`src/rtl/axi_rd_arbiter.sv`:
```
// Two-port AXI4 read-channel arbiter: round-robin AR grant, one burst in flight,
// R beats steered back to the granted requester until RLAST.
module axi_rd_arbiter #(
   parameter int unsigned ADDR_W = 32,
   parameter int unsigned DATA_W = 32,
   parameter int unsigned ID_W   = 4
) (
   input  logic              clk_i,
   input  logic              rst_i,

   input  logic              inport0_arvalid_i,
   input  logic [ADDR_W-1:0] inport0_araddr_i,
   input  logic [ID_W-1:0]   inport0_arid_i,
   input  logic [7:0]        inport0_arlen_i,
   input  logic [1:0]        inport0_arburst_i,
   output logic              inport0_arready_o,
   output logic              inport0_rvalid_o,
   output logic [DATA_W-1:0] inport0_rdata_o,
   output logic [1:0]        inport0_rresp_o,
   output logic [ID_W-1:0]   inport0_rid_o,
   output logic              inport0_rlast_o,
   input  logic              inport0_rready_i,

   input  logic              inport1_arvalid_i,
   input  logic [ADDR_W-1:0] inport1_araddr_i,
   input  logic [ID_W-1:0]   inport1_arid_i,
   input  logic [7:0]        inport1_arlen_i,
   input  logic [1:0]        inport1_arburst_i,
   output logic              inport1_arready_o,
   output logic              inport1_rvalid_o,
   output logic [DATA_W-1:0] inport1_rdata_o,
   output logic [1:0]        inport1_rresp_o,
   output logic [ID_W-1:0]   inport1_rid_o,
   output logic              inport1_rlast_o,
   input  logic              inport1_rready_i,

   output logic              outport_arvalid_o,
   output logic [ADDR_W-1:0] outport_araddr_o,
   output logic [ID_W-1:0]   outport_arid_o,
   output logic [7:0]        outport_arlen_o,
   output logic [1:0]        outport_arburst_o,
   input  logic              outport_arready_i,
   input  logic              outport_rvalid_i,
   input  logic [DATA_W-1:0] outport_rdata_i,
   input  logic [1:0]        outport_rresp_i,
   input  logic [ID_W-1:0]   outport_rid_i,
   input  logic              outport_rlast_i,
   output logic              outport_rready_o
);

   typedef enum logic [1:0] {StIdle, StAddr, StData} state_e;

   state_e            state_q, state_d;
   logic              grant_q, last_grant_q;
   logic [ADDR_W-1:0] addr_q;
   logic [ID_W-1:0]   id_q;
   logic [7:0]        len_q;
   logic [1:0]        burst_q;

   logic win, accept, grant_rready, r_last_xfer;

   // On a tie the port that did not win last time is chosen.
   always_comb begin
      win = 1'b0;
      if (inport0_arvalid_i && inport1_arvalid_i) begin
         win = ~last_grant_q;
      end else if (inport1_arvalid_i) begin
         win = 1'b1;
      end
   end

   // Gating with rst_i keeps arready low while reset is held.
   assign accept       = (state_q == StIdle) && (inport0_arvalid_i || inport1_arvalid_i) &&
                         !rst_i;
   assign grant_rready = grant_q ? inport1_rready_i : inport0_rready_i;
   assign r_last_xfer  = outport_rvalid_i && grant_rready && outport_rlast_i;

   always_ff @(posedge clk_i or posedge rst_i) begin
      if (rst_i) begin
         state_q <= StIdle;
      end else begin
         state_q <= state_d;
      end
   end

   always_comb begin
      state_d = state_q;
      unique case (state_q)
         StIdle:  if (accept)            state_d = StAddr;
         StAddr:  if (outport_arready_i) state_d = StData;
         StData:  if (r_last_xfer)       state_d = StIdle;
         default:                        state_d = StIdle;
      endcase
   end

   always_comb begin
      inport0_arready_o = 1'b0;
      inport1_arready_o = 1'b0;
      inport0_rvalid_o  = 1'b0;
      inport1_rvalid_o  = 1'b0;
      outport_arvalid_o = 1'b0;
      outport_rready_o  = 1'b0;
      unique case (state_q)
         StIdle: begin
            inport0_arready_o = accept && !win;
            inport1_arready_o = accept && win;
         end
         StAddr: begin
            outport_arvalid_o = 1'b1;
         end
         StData: begin
            inport0_rvalid_o = !grant_q && outport_rvalid_i;
            inport1_rvalid_o = grant_q && outport_rvalid_i;
            outport_rready_o = grant_rready;
         end
         default: ;
      endcase
   end

   always_ff @(posedge clk_i or posedge rst_i) begin
      if (rst_i) begin
         grant_q      <= 1'b0;
         last_grant_q <= 1'b1;
         addr_q       <= '0;
         id_q         <= '0;
         len_q        <= '0;
         burst_q      <= '0;
      end else if (accept) begin
         grant_q      <= win;
         last_grant_q <= win;
         addr_q       <= win ? inport1_araddr_i  : inport0_araddr_i;
         id_q         <= win ? inport1_arid_i    : inport0_arid_i;
         len_q        <= win ? inport1_arlen_i   : inport0_arlen_i;
         burst_q      <= win ? inport1_arburst_i : inport0_arburst_i;
      end
   end

   assign outport_araddr_o  = addr_q;
   assign outport_arid_o    = id_q;
   assign outport_arlen_o   = len_q;
   assign outport_arburst_o = burst_q;

   assign inport0_rdata_o = outport_rdata_i;
   assign inport0_rresp_o = outport_rresp_i;
   assign inport0_rid_o   = outport_rid_i;
   assign inport0_rlast_o = outport_rlast_i;
   assign inport1_rdata_o = outport_rdata_i;
   assign inport1_rresp_o = outport_rresp_i;
   assign inport1_rid_o   = outport_rid_i;
   assign inport1_rlast_o = outport_rlast_i;

endmodule
```
`config.mk`:
```
export PLATFORM = sky130hd
export DESIGN_NAME = axi_rd_arbiter
export DESIGN_NICKNAME = d
export VERILOG_FILES = /design/src/rtl/axi_rd_arbiter.sv
export SDC_FILE = /design/constraint.sdc
export NUM_CORES = 1
export LEC_CHECK = 0
export ABC_CLOCK_PERIOD_IN_PS = 1900
export CAP_MARGIN = 20
export CORE_AREA = 3 3 105 107
export CTS_CLUSTER_SIZE = 14
export DETAILED_ROUTE_END_ITERATION = 10
export DIE_AREA = 0 0 108 110
export DONT_BUFFER_PORTS = 1
export PLACE_DENSITY_LB_ADDON = 0.12
export SETUP_SLACK_MARGIN = 0.4
export SLEW_MARGIN = 20
export SYNTH_ARGS = -nofsm -noshare
export SYNTH_HDL_FRONTEND = slang
export SYNTH_SLANG_ARGS = --single-unit
```
`constraint.sdc`:
```
create_clock -name clk_i -period 1.9 [get_ports clk_i]
set_input_delay 0.38 -clock clk_i [delete_from_list [all_inputs] [get_ports clk_i]]
set_output_delay 0.38 -clock clk_i [all_outputs]
set_load 0.02 [all_outputs]
```
# Yosys cells after proc, flatten, opt, wreduce, memory -nomap -nowiden

Cells that the tools add are included.

Equal/unequal tests: 5
Muxes and demuxes: 17
Bitwise operators: 1
Reduce and logical (&&, ||, !) cells: 15

Operators by type and width:

| kind                                                                  | number |
|---|---|
| 32-bit 2-to-1 mux                                                     | 1 |
| 1-bit logical AND                                                     | 9 |
| 1-bit 2-to-1 mux                                                      | 9 |
| 2-bit 2-to-1 mux                                                      | 4 |
| 8-bit 2-to-1 mux                                                      | 1 |
| 2-bit != test, second input constant                                  | 3 |
| 2-bit one-hot mux with 3 select lines                                 | 1 |
| 4-bit 2-to-1 mux                                                      | 1 |
| 1-bit logical NOT                                                     | 3 |
| 3-bit AND reduction                                                   | 1 |
| 2-bit by 1-bit equality test with 1-bit output, second input constant | 1 |
| 2-bit equality test, second input constant                            | 1 |
| 2-bit logical NOT                                                     | 1 |
| 1-bit logical OR                                                      | 1 |
| 1-bit NOT                                                             | 1 |

Register bits after elaboration: 50
Output and inout bits: 130
Logic and storage cells: 45

# Longest topological paths before layout

Gate-level depths: netlist of the first run.

Word-level depth: 5
Gate-level depth with buffers: 6

# Worst setup path after synthesis of the first run

No wires, ideal clock.

Path type: reg-to-output
Start: register state_q[1]
End: output port inport0_arready_o
Data arrival time: 1.594 ns
Data required time: 1.520 ns
Path slack: -0.074 ns
Stages on the path, launching flop included: 5
Buffers on the path: 2
Cells stage by stage: dfrtp_1 -> or3_1 -> buf_4 -> buf_6 -> nor3b_1

Word-level cells in the longest chain between the ends: 5

RTL lines:

| item                            | RTL line | RTL |
|---|---|---|
| from (decl)                     | 53       | `state_e state_q, state_d;` |
| from (signal assigned)          | 80       | `state_q <= StIdle;` |
| from (signal assigned)          | 82       | `state_q <= state_d;` |
| 2-bit logical NOT *             | 73, 103  |  |
| 1-bit logical AND (2 in series) | 73       | `assign accept = (state_q == StIdle) && (inport0_arvalid_i \|\| inport1_arvalid_i) &&` |
| 1-bit logical AND               | 105      | `inport0_arready_o = accept && !win;` |
| 1-bit 2-to-1 mux *              | 103      | `unique case (state_q)` |
| to (decl)                       | 16       | `output logic inport0_arready_o,` |

Every way passes the cells marked *; elsewhere a longest branch is shown, timed or not.

# Worst setup path after layout of the first run

Ends and elaborated chain as after synthesis.

==> results of run 1 <==
through the flow:
stage	TNS [ns]	total power, mW
global route	-0.0234	5.12
global placement	0	3.95
detailed placement	0	3.97
floorplan	0	3.78
finish	0	4.85
CTS	0	4.73
logic make-up (layout without fill, tap and decap cells):
family,after synthesis,in the layout,share of synthesized area
flip-flops,50,50,0.420
AO/OA/AOI/OAI,52,52,0.167
buffers and inverters,106,29,0.250
multiplexers,1,1,0.00378
AND/OR/NAND/NOR,103,103,0.159
synth_stat cells:
cell type / number
sky130_fd_sc_hd__a21o_1: 3
sky130_fd_sc_hd__a221o_1: 46
sky130_fd_sc_hd__a31oi_1: 1
sky130_fd_sc_hd__and3_1: 1
sky130_fd_sc_hd__and4b_1: 1
sky130_fd_sc_hd__buf_2: 6
sky130_fd_sc_hd__buf_4: 80
sky130_fd_sc_hd__buf_6: 5
sky130_fd_sc_hd__clkbuf_1: 12
sky130_fd_sc_hd__clkbuf_2: 1
sky130_fd_sc_hd__dfrtp_1: 49
sky130_fd_sc_hd__dfstp_2: 1
sky130_fd_sc_hd__inv_1: 2
sky130_fd_sc_hd__mux2_2: 1
sky130_fd_sc_hd__nand2_1: 47
sky130_fd_sc_hd__nand2b_1: 2
sky130_fd_sc_hd__nor2b_1: 2
sky130_fd_sc_hd__nor3_1: 47
sky130_fd_sc_hd__nor3b_1: 2
sky130_fd_sc_hd__o21ai_0: 1
sky130_fd_sc_hd__o21ai_1: 1
sky130_fd_sc_hd__or3_1: 1
power by group through the flow:
stage / clock network [mW] / registers, mW / logic, mW
final: 0.662 / 2.56 / 1.63
after global routing: 0.734 / 2.61 / 1.78
after detailed placement: 0 / 2.58 / 1.39
after floorplan: 0 / 2.42 / 1.35
after global placement: 0 / 2.60 / 1.35
after CTS: 0.707 / 2.56 / 1.46
per-layer routing:
metal | vias up | wire length [microns] | track usage
li1 | 884 | - | -
met1 | 1016 | 3620 | 0.164
met2 | 147 | 4960 | 0.256
met3 | 9 | 1140 | 0.0664
met4 | 0 | 98 | 0.0334
met5 | - | 0 | 0
worst paths after layout:
kind | startpoint | endpoint | slack [ns] | cells past startpoint
setup / recovery | state_q[1] | inport0_arready_o | 0.02 | 2
hold / removal | rst_i | outport_araddr_o[31] | 0.01 | 1
setup reg to reg | state_q[0] | outport_arlen_o[7] | 0.26 | 7
hold reg to reg | last_grant_q | last_grant_q | 0.55 | 1
max in group asynchronous | rst_i | outport_arlen_o[1] | 1.36 | 2
min in group clk_i | outport_arready_i | state_q[0] | 0.17 | 1
cell type report:
class / count / area share
Clock inverter: 2 / 0.00441
Clock buffer: 6 / 0.0291
Inverter: 2 / 0.00397
Timing Repair Buffer: 19 / 0.0825
Sequential cell: 50 / 0.442
Multi-Input combinational cell: 156 / 0.378
Tap cell: 136 / 0.0600
worst register-to-register path, cell delays in order (launching register included):
cell and delay [ns]:
sky130_fd_sc_hd__dfrtp_1 0.40, sky130_fd_sc_hd__buf_4 0.14, sky130_fd_sc_hd__buf_6 0.12, sky130_fd_sc_hd__nor3_4 0.17, sky130_fd_sc_hd__buf_4 0.14, sky130_fd_sc_hd__o21ai_4 0.07
sky130_fd_sc_hd__buf_12 0.16, sky130_fd_sc_hd__a221o_1 0.33
placed cells by master (no fill, tap or decap), types with 2 or more instances in the layout:
cell	instances
sky130_fd_sc_hd__nand2_1	47
sky130_fd_sc_hd__buf_4	11
sky130_fd_sc_hd__nor3_1	44
sky130_fd_sc_hd__a21o_1	3
sky130_fd_sc_hd__nor2b_4	2
sky130_fd_sc_hd__a221o_1	46
sky130_fd_sc_hd__clkinvlp_4	2
sky130_fd_sc_hd__nor3_2	2
sky130_fd_sc_hd__clkbuf_8	6
sky130_fd_sc_hd__dfrtp_1	48
sky130_fd_sc_hd__buf_12	5
registers in the layout, indices dropped and copies added (netlist names):
name and count:
outport_araddr_o 32, outport_arburst_o 2, last_grant_q 1, outport_arid_o 4, grant_q 1, outport_arlen_o 8
state_q 2
repair_timing:
item                       4_1_cts  5_1_grt
setup endpoints to repair       51       54
setup buffers                    2        4
resized for setup                6       16
gates cloned                     0        2
pin swaps                        2        3
==> implementation parameters, run 1 <==
Parameter                              Value

Global route
  Largest net degree at the start of global routing ... 50
  Global-route wire length before repair ... ~13 mm
  Number of antenna violations at the first check in global routing ... 0
  Tot GR Track Use ... 0.146
  Number of global-route vias before repair ... 2023
  Gr ovfl total ... 0

Finish
  Share of layout cells above drive strength 1 ... 0.187
  Non-filler instance count after layout ... 371
  Diodes inserted ... 0
  Area used by multi-input combinational logic ... 1070 sq um
  P&R area growth vs syn ... -4.91%
  Final core area utilization ... 0.277
  Post-route cell area ... about 2800 sq um
  Nets ... approximately 370
  Number of filler instances in the final layout ... 1077
  Area of all sequential standard cells ... 1250 sq um

Clock network
  Total number of clock tree sinks ... 50
  Reg clk slew, reported paths ... 0.10 ns
  Inserted Clock Buffers ... 5
  Clock root buffer master ... sky130_fd_sc_hd__clkbuf_8
  Insertion delay of the later-clocked pin in the worst-skew pair ... ~0.3 ns
  Hold-fix buffer count after cts ... 0
  Deepest clock path buffer count ... 2
  Count of H-tree levels built during CTS ... 2
  CTS tree ... done

Timing
  Max transition margin ... 0.587
  Max Clock Skew ... around 0.008 ns
  Min Tclk post-route ... approximately 1.9 ns
  Count of final max-slew check failures ... 0
  Maximum operating frequency ... 533 MHz
  Final Hold Slack ... 0.0103 ns
  Transition at the pin with the smallest max-transition slack ... 0.618 ns
  Final period utilization ... 0.988
  Hold violation total from the final report ... 0
  Setup repair after global routing missed its margin ... true
  Final setup margin ... 0.0232 ns
  Setup violations, final ... 0

Pwr
  P_int ... roughly 2.7 mW
  Worst-case vdd ir drop ... 0.000451 V
  Sw Share ... 0.448
  Seq pwr share ... 0.528
  Static power due to leakage ... 1.18 nW
  Total power divided by cell area ... 1710 nW/um^2
  Combinational share of power ... 0.336
  Clock network power share ... 0.136
  P_sw ... 2.17 mW

Floorplan
  Starting Density ... 0.291
  Die Span X ... 108 microns
  Number of rows created at floorplan ... 37
  Floorplan die area ... approximately 12000 sq um
  I/O pin count ... 269
  Die span in y ... between 100 and 150 microns
  Core Footprint ... 10200 sq um

Placed design
  Post-placement worst setup slack ... 0.328 ns
  Global placement routability congestion ... 0.645
  Cell area after placement ... between 2000 and 3000 sq um
  Placed cells ... 355
  Post-DP HPWL ... 6.62 mm
  Buffers added on ports ... 0

Worst setup path
  Highest fanout seen on the critical path ... 4
  Required arrival time at the worst endpoint ... 1.52 ns
  Worst setup path class ... reg2out
  Delay of the slowest cell on the worst path ... 0.44 ns
  Worst endpoint data arrival time ... 1.50 ns
  Cell at the slowest stage of the critical path ... sky130_fd_sc_hd__dfrtp_2
  Kind of end point of the critical path ... output pin
  Cell family with the largest share of critical-path delay ... simple AND/OR/NAND/NOR gates
  Worst Path Buf+Inv ... 0
  Crit-path cells ... or3_4 > nor3b_4
  Worst Setup Start Kind ... flop

Hold path
  HP Class ... in2async

Synthesis
  Number of warning messages in the yosys log ... 0
  Largest area contributor in the netlist ... sky130_fd_sc_hd__dfrtp_1
  Syn nets ... between 400 and 500
  Unique masters post-synth ... 22
  Area of the mapped netlist ... between 2000 and 3000 sq um
  Count of mapped cells out of synthesis ... 312
  Synth Register Bits ... 50
  Cell types occupying the most area after synthesis ... sky130_fd_sc_hd__dfrtp_1 41%, sky130_fd_sc_hd__buf_4 20%, sky130_fd_sc_hd__a221o_1 15%
  Post-synthesis sequential area ratio ... 0.420
  Share of the synthesized area in the top cell type ... 0.411
  Avg Cell Area, Syn ... about 9.6 sq um

Detailed routing
  Vias per cell ... 5.54
  Number of vias in the routed layout ... a little over 2000
  Post-detailed-route DRC marker count ... 0
  Final WL ... 9.82 mm
  Detail Route Antenna Nets ... 0
  Iter 0 DRT Violations ... 131
  Detailed-route wire length per cell ... approximately 26 microns
  1st-pass router iterations ... 4

Flow run
  Number of violations of the max-capacitance limit ... 0

Outcome
  Outcome ... complete, no violations
Power figures use the tool's default switching activity.
==> inputs of run 2 (changes only) <==
--- a/config.mk
+++ b/config.mk
@@ -7,13 +7,13 @@
 export LEC_CHECK = 0
 export ABC_CLOCK_PERIOD_IN_PS = 1900
 export CAP_MARGIN = 20
-export CORE_AREA = 3 3 105 107
+export CORE_AREA = 2 2 104 106
 export CTS_CLUSTER_SIZE = 14
 export DETAILED_ROUTE_END_ITERATION = 10
-export DIE_AREA = 0 0 108 110
+export DIE_AREA = 0 0 106 108
 export DONT_BUFFER_PORTS = 1
 export PLACE_DENSITY_LB_ADDON = 0.12
-export SETUP_SLACK_MARGIN = 0.4
+export SETUP_SLACK_MARGIN = 0.3
 export SLEW_MARGIN = 20
 export SYNTH_ARGS = -nofsm -noshare
 export SYNTH_HDL_FRONTEND = slang
==> implementation parameters, run 2 (same netlist as run 1, synthesis figures left out) <==
Parameter                              Value

Timing
  Min Tclk post-route ... 1.80 ns (-0.0779 ns)
  Final Hold Slack ... 0.0345 ns (+0.0242 ns)
  Transition at the pin with the smallest max-transition slack ... 0.629 ns (+0.0114 ns)
  Setup violations, final ... 0 (unchanged)
  Final period utilization ... 0.947 (-0.0410)
  Setup repair after global routing missed its margin ... true
  Fin Setup TNS ... 0 ns (unchanged)
  Hold violation total from the final report ... 0 (unchanged)
  Max transition margin ... 0.580 (-0.00737)
  Max Clock Skew ... 0.00673 ns (-0.00128 ns)
  Maximum operating frequency ... 556 MHz (+4.3%)
  Count of final max-slew check failures ... 0 (unchanged)

Floorplan
  Starting Density ... 0.291 (unchanged)
  Die span in y ... 108 microns (-1.8%)
  Floorplan die area ... 11400 sq um (-3.6%)
  Die Span X ... 106 microns (-1.9%)
  Number of rows created at floorplan ... 37 (unchanged)
  I/O pin count ... 269 (unchanged)
  Core Footprint ... 10200 sq um (unchanged)

Worst setup path
  Worst Setup Start Kind ... flop
  Worst endpoint data arrival time ... 1.42 ns (-0.08 ns)
  Crit path to ... inport0_arready_o
  Worst setup path class ... reg2out
  Worst flop-to-flop path endpoint ... outport_araddr_o[5]
  Highest fanout seen on the critical path ... 2 (-2)
  R2R Path Start ... state_q[0]
  Required arrival time at the worst endpoint ... 1.52 ns (about the same)
  Number of cells traversed by the worst register-to-register path ... 7 (unchanged)
  Worst setup slack for register-to-register paths ... 0.13 ns (-0.13 ns)
  Kind of end point of the critical path ... output pin
  Worst setup path start ... state_q[0]

Placed design
  Global placement routability congestion ... 0.659 (+2.2%)
  Buffers added on ports ... 0 (unchanged)
  Post-DP HPWL ... 6.17 mm (-6.8%)

Global route
  Gr ovfl total ... 0 (unchanged)
  Tot GR Track Use ... 0.146 (-0.000507)
  Largest net degree at the start of global routing ... 50 (unchanged)
  Number of global-route vias before repair ... 2151 (+6.3%)
  Global-route wire length before repair ... 13.0 mm (-0.32%)
  Number of antenna violations at the first check in global routing ... 0 (unchanged)

Hold path
  HP Class ... in2async

Detailed routing
  Iter 0 DRT Violations ... 152 (+16%)
  Vias per cell ... 5.70 (+2.8%)
  Number of vias in the routed layout ... 2165 (+5.3%)
  1st-pass router iterations ... 4 (unchanged)
  Detail Route Antenna Nets ... 0 (unchanged)
  Final WL ... 9.37 mm (-4.5%)
  Post-detailed-route DRC marker count ... 0 (unchanged)
  Detailed-route wire length per cell ... 24.7 microns (-6.8%)

Finish
  Most frequent cells in the layout ... 48 x sky130_fd_sc_hd__dfrtp_1, 47 x sky130_fd_sc_hd__nand2_1, 46 x sky130_fd_sc_hd__a221o_1, 31 x sky130_fd_sc_hd__nor3_4, 16 x sky130_fd_sc_hd__nor3_2
  P&R area growth vs syn ... 14.2%
  Diodes inserted ... 0 (unchanged)
  Commonest non-fill, non-tap cell in the layout ... sky130_fd_sc_hd__dfrtp_1
  Area used by multi-input combinational logic ... 1460 sq um (+37%)
  Share of layout cells above drive strength 1 ... 0.385 (+0.198)
  Area of all sequential standard cells ... 1250 sq um (unchanged)
  Nets ... 382 (+2.4%)
  Number of filler instances in the final layout ... 1025 (-4.8%)
  Max FFs per register ... 32 (unchanged)

Clock network
  Inserted Clock Buffers ... 5 (unchanged)
  CTS tree ... done
  Insertion delay of the later-clocked pin in the worst-skew pair ... 0.30 ns (about the same)
  Total number of clock tree sinks ... 50 (unchanged)
  Count of H-tree levels built during CTS ... 2 (unchanged)
  Reg clk slew, reported paths ... 0.10 ns (about the same)
  Hold-fix buffer count after cts ... 0 (unchanged)
  Clock root buffer master ... sky130_fd_sc_hd__clkbuf_8
  Deepest clock path buffer count ... 2 (unchanged)

Pwr
  Total power divided by cell area ... 1590 nW/um^2 (-6.8%)
  Worst-case vdd ir drop ... 0.000492 V (+9.3%)
  Static power due to leakage ... 1.38 nW (+17%)

Outcome
  Outcome ... complete, no violations

Flow run
  Number of violations of the max-capacitance limit ... 0 (unchanged)
## run 2: changes by cell type in the layout (fill, tap and decap cells not counted), sizes merged
| cell | delta |
|---|---|
| buf | +7 |
| clkbuf | +3 |
| clkinvlp | -2 |
| inv | +1 |
## run 2: worst min path at each step
stage,endpoint,cells after the start
floorplan,state_q[0],1
CTS,state_q[1],1
finish,outport_araddr_o[16],1
detailed placement,state_q[1],1
global route,state_q[1],1
global placement,state_q[1],1
## run 2: area by class of cell
| type | count | share of cell area |
|---|---|---|
| Multi-Input combinational cell | 156 | 0.430 |
| Clock inverter | 1 | 0.00147 |
| Tap cell | 136 | 0.0500 |
| Inverter | 2 | 0.00221 |
| Timing Repair Buffer | 28 | 0.123 |
| Sequential cell | 50 | 0.368 |
| Clock buffer | 7 | 0.0254 |
## run 2: layer usage
| metal | vias to the layer above | wire length [microns] | track usage |
|---|---|---|---|
| li1 | 900 | - | - |
| met1 | 1072 | 3580 | 0.166 |
| met2 | 175 | 4810 | 0.261 |
| met3 | 18 | 860 | 0.0518 |
| met4 | 0 | 128 | 0.0376 |
| met5 | - | 0 | 0 |
## run 2: through the flow
stage	cell area (sq um)	power, mW	util	std cells	setup WS [ns]
5_1_grt	3400	5.74	0.333	380	0.0233
3_3_place_gp	2580	3.92	0.252	354	0.242
4_1_cts	2730	4.69	0.267	365	0.0725
2_1_floorplan	3000	3.78	-	312	0.204
3_5_place_dp	2580	3.93	0.252	354	0.225
6_report	3400	5.43	0.333	380	0.101
## run 2: power breakdown
part | internal (mW) | switching, mW
logic | 1.12 | 1.11
registers | 1.57 | 0.976
clock network | 0.295 | 0.360
## run 2: what timing repair did
| action | CTS | global route |
|---|---|---|
| gates cloned | 0 | 4 |
| gates resized for setup | 10 | 88 |
| pin swaps | 2 | 0 |
| setup endpoints to repair | 50 | 51 |
| setup buffers | 3 | 11 |
## run 2: worst max-delay path, stage by stage, from the launching register on
cell,delay [ns]
sky130_fd_sc_hd__dfrtp_1,0.39
sky130_fd_sc_hd__or3_4,0.42
sky130_fd_sc_hd__nor3b_4,0.31
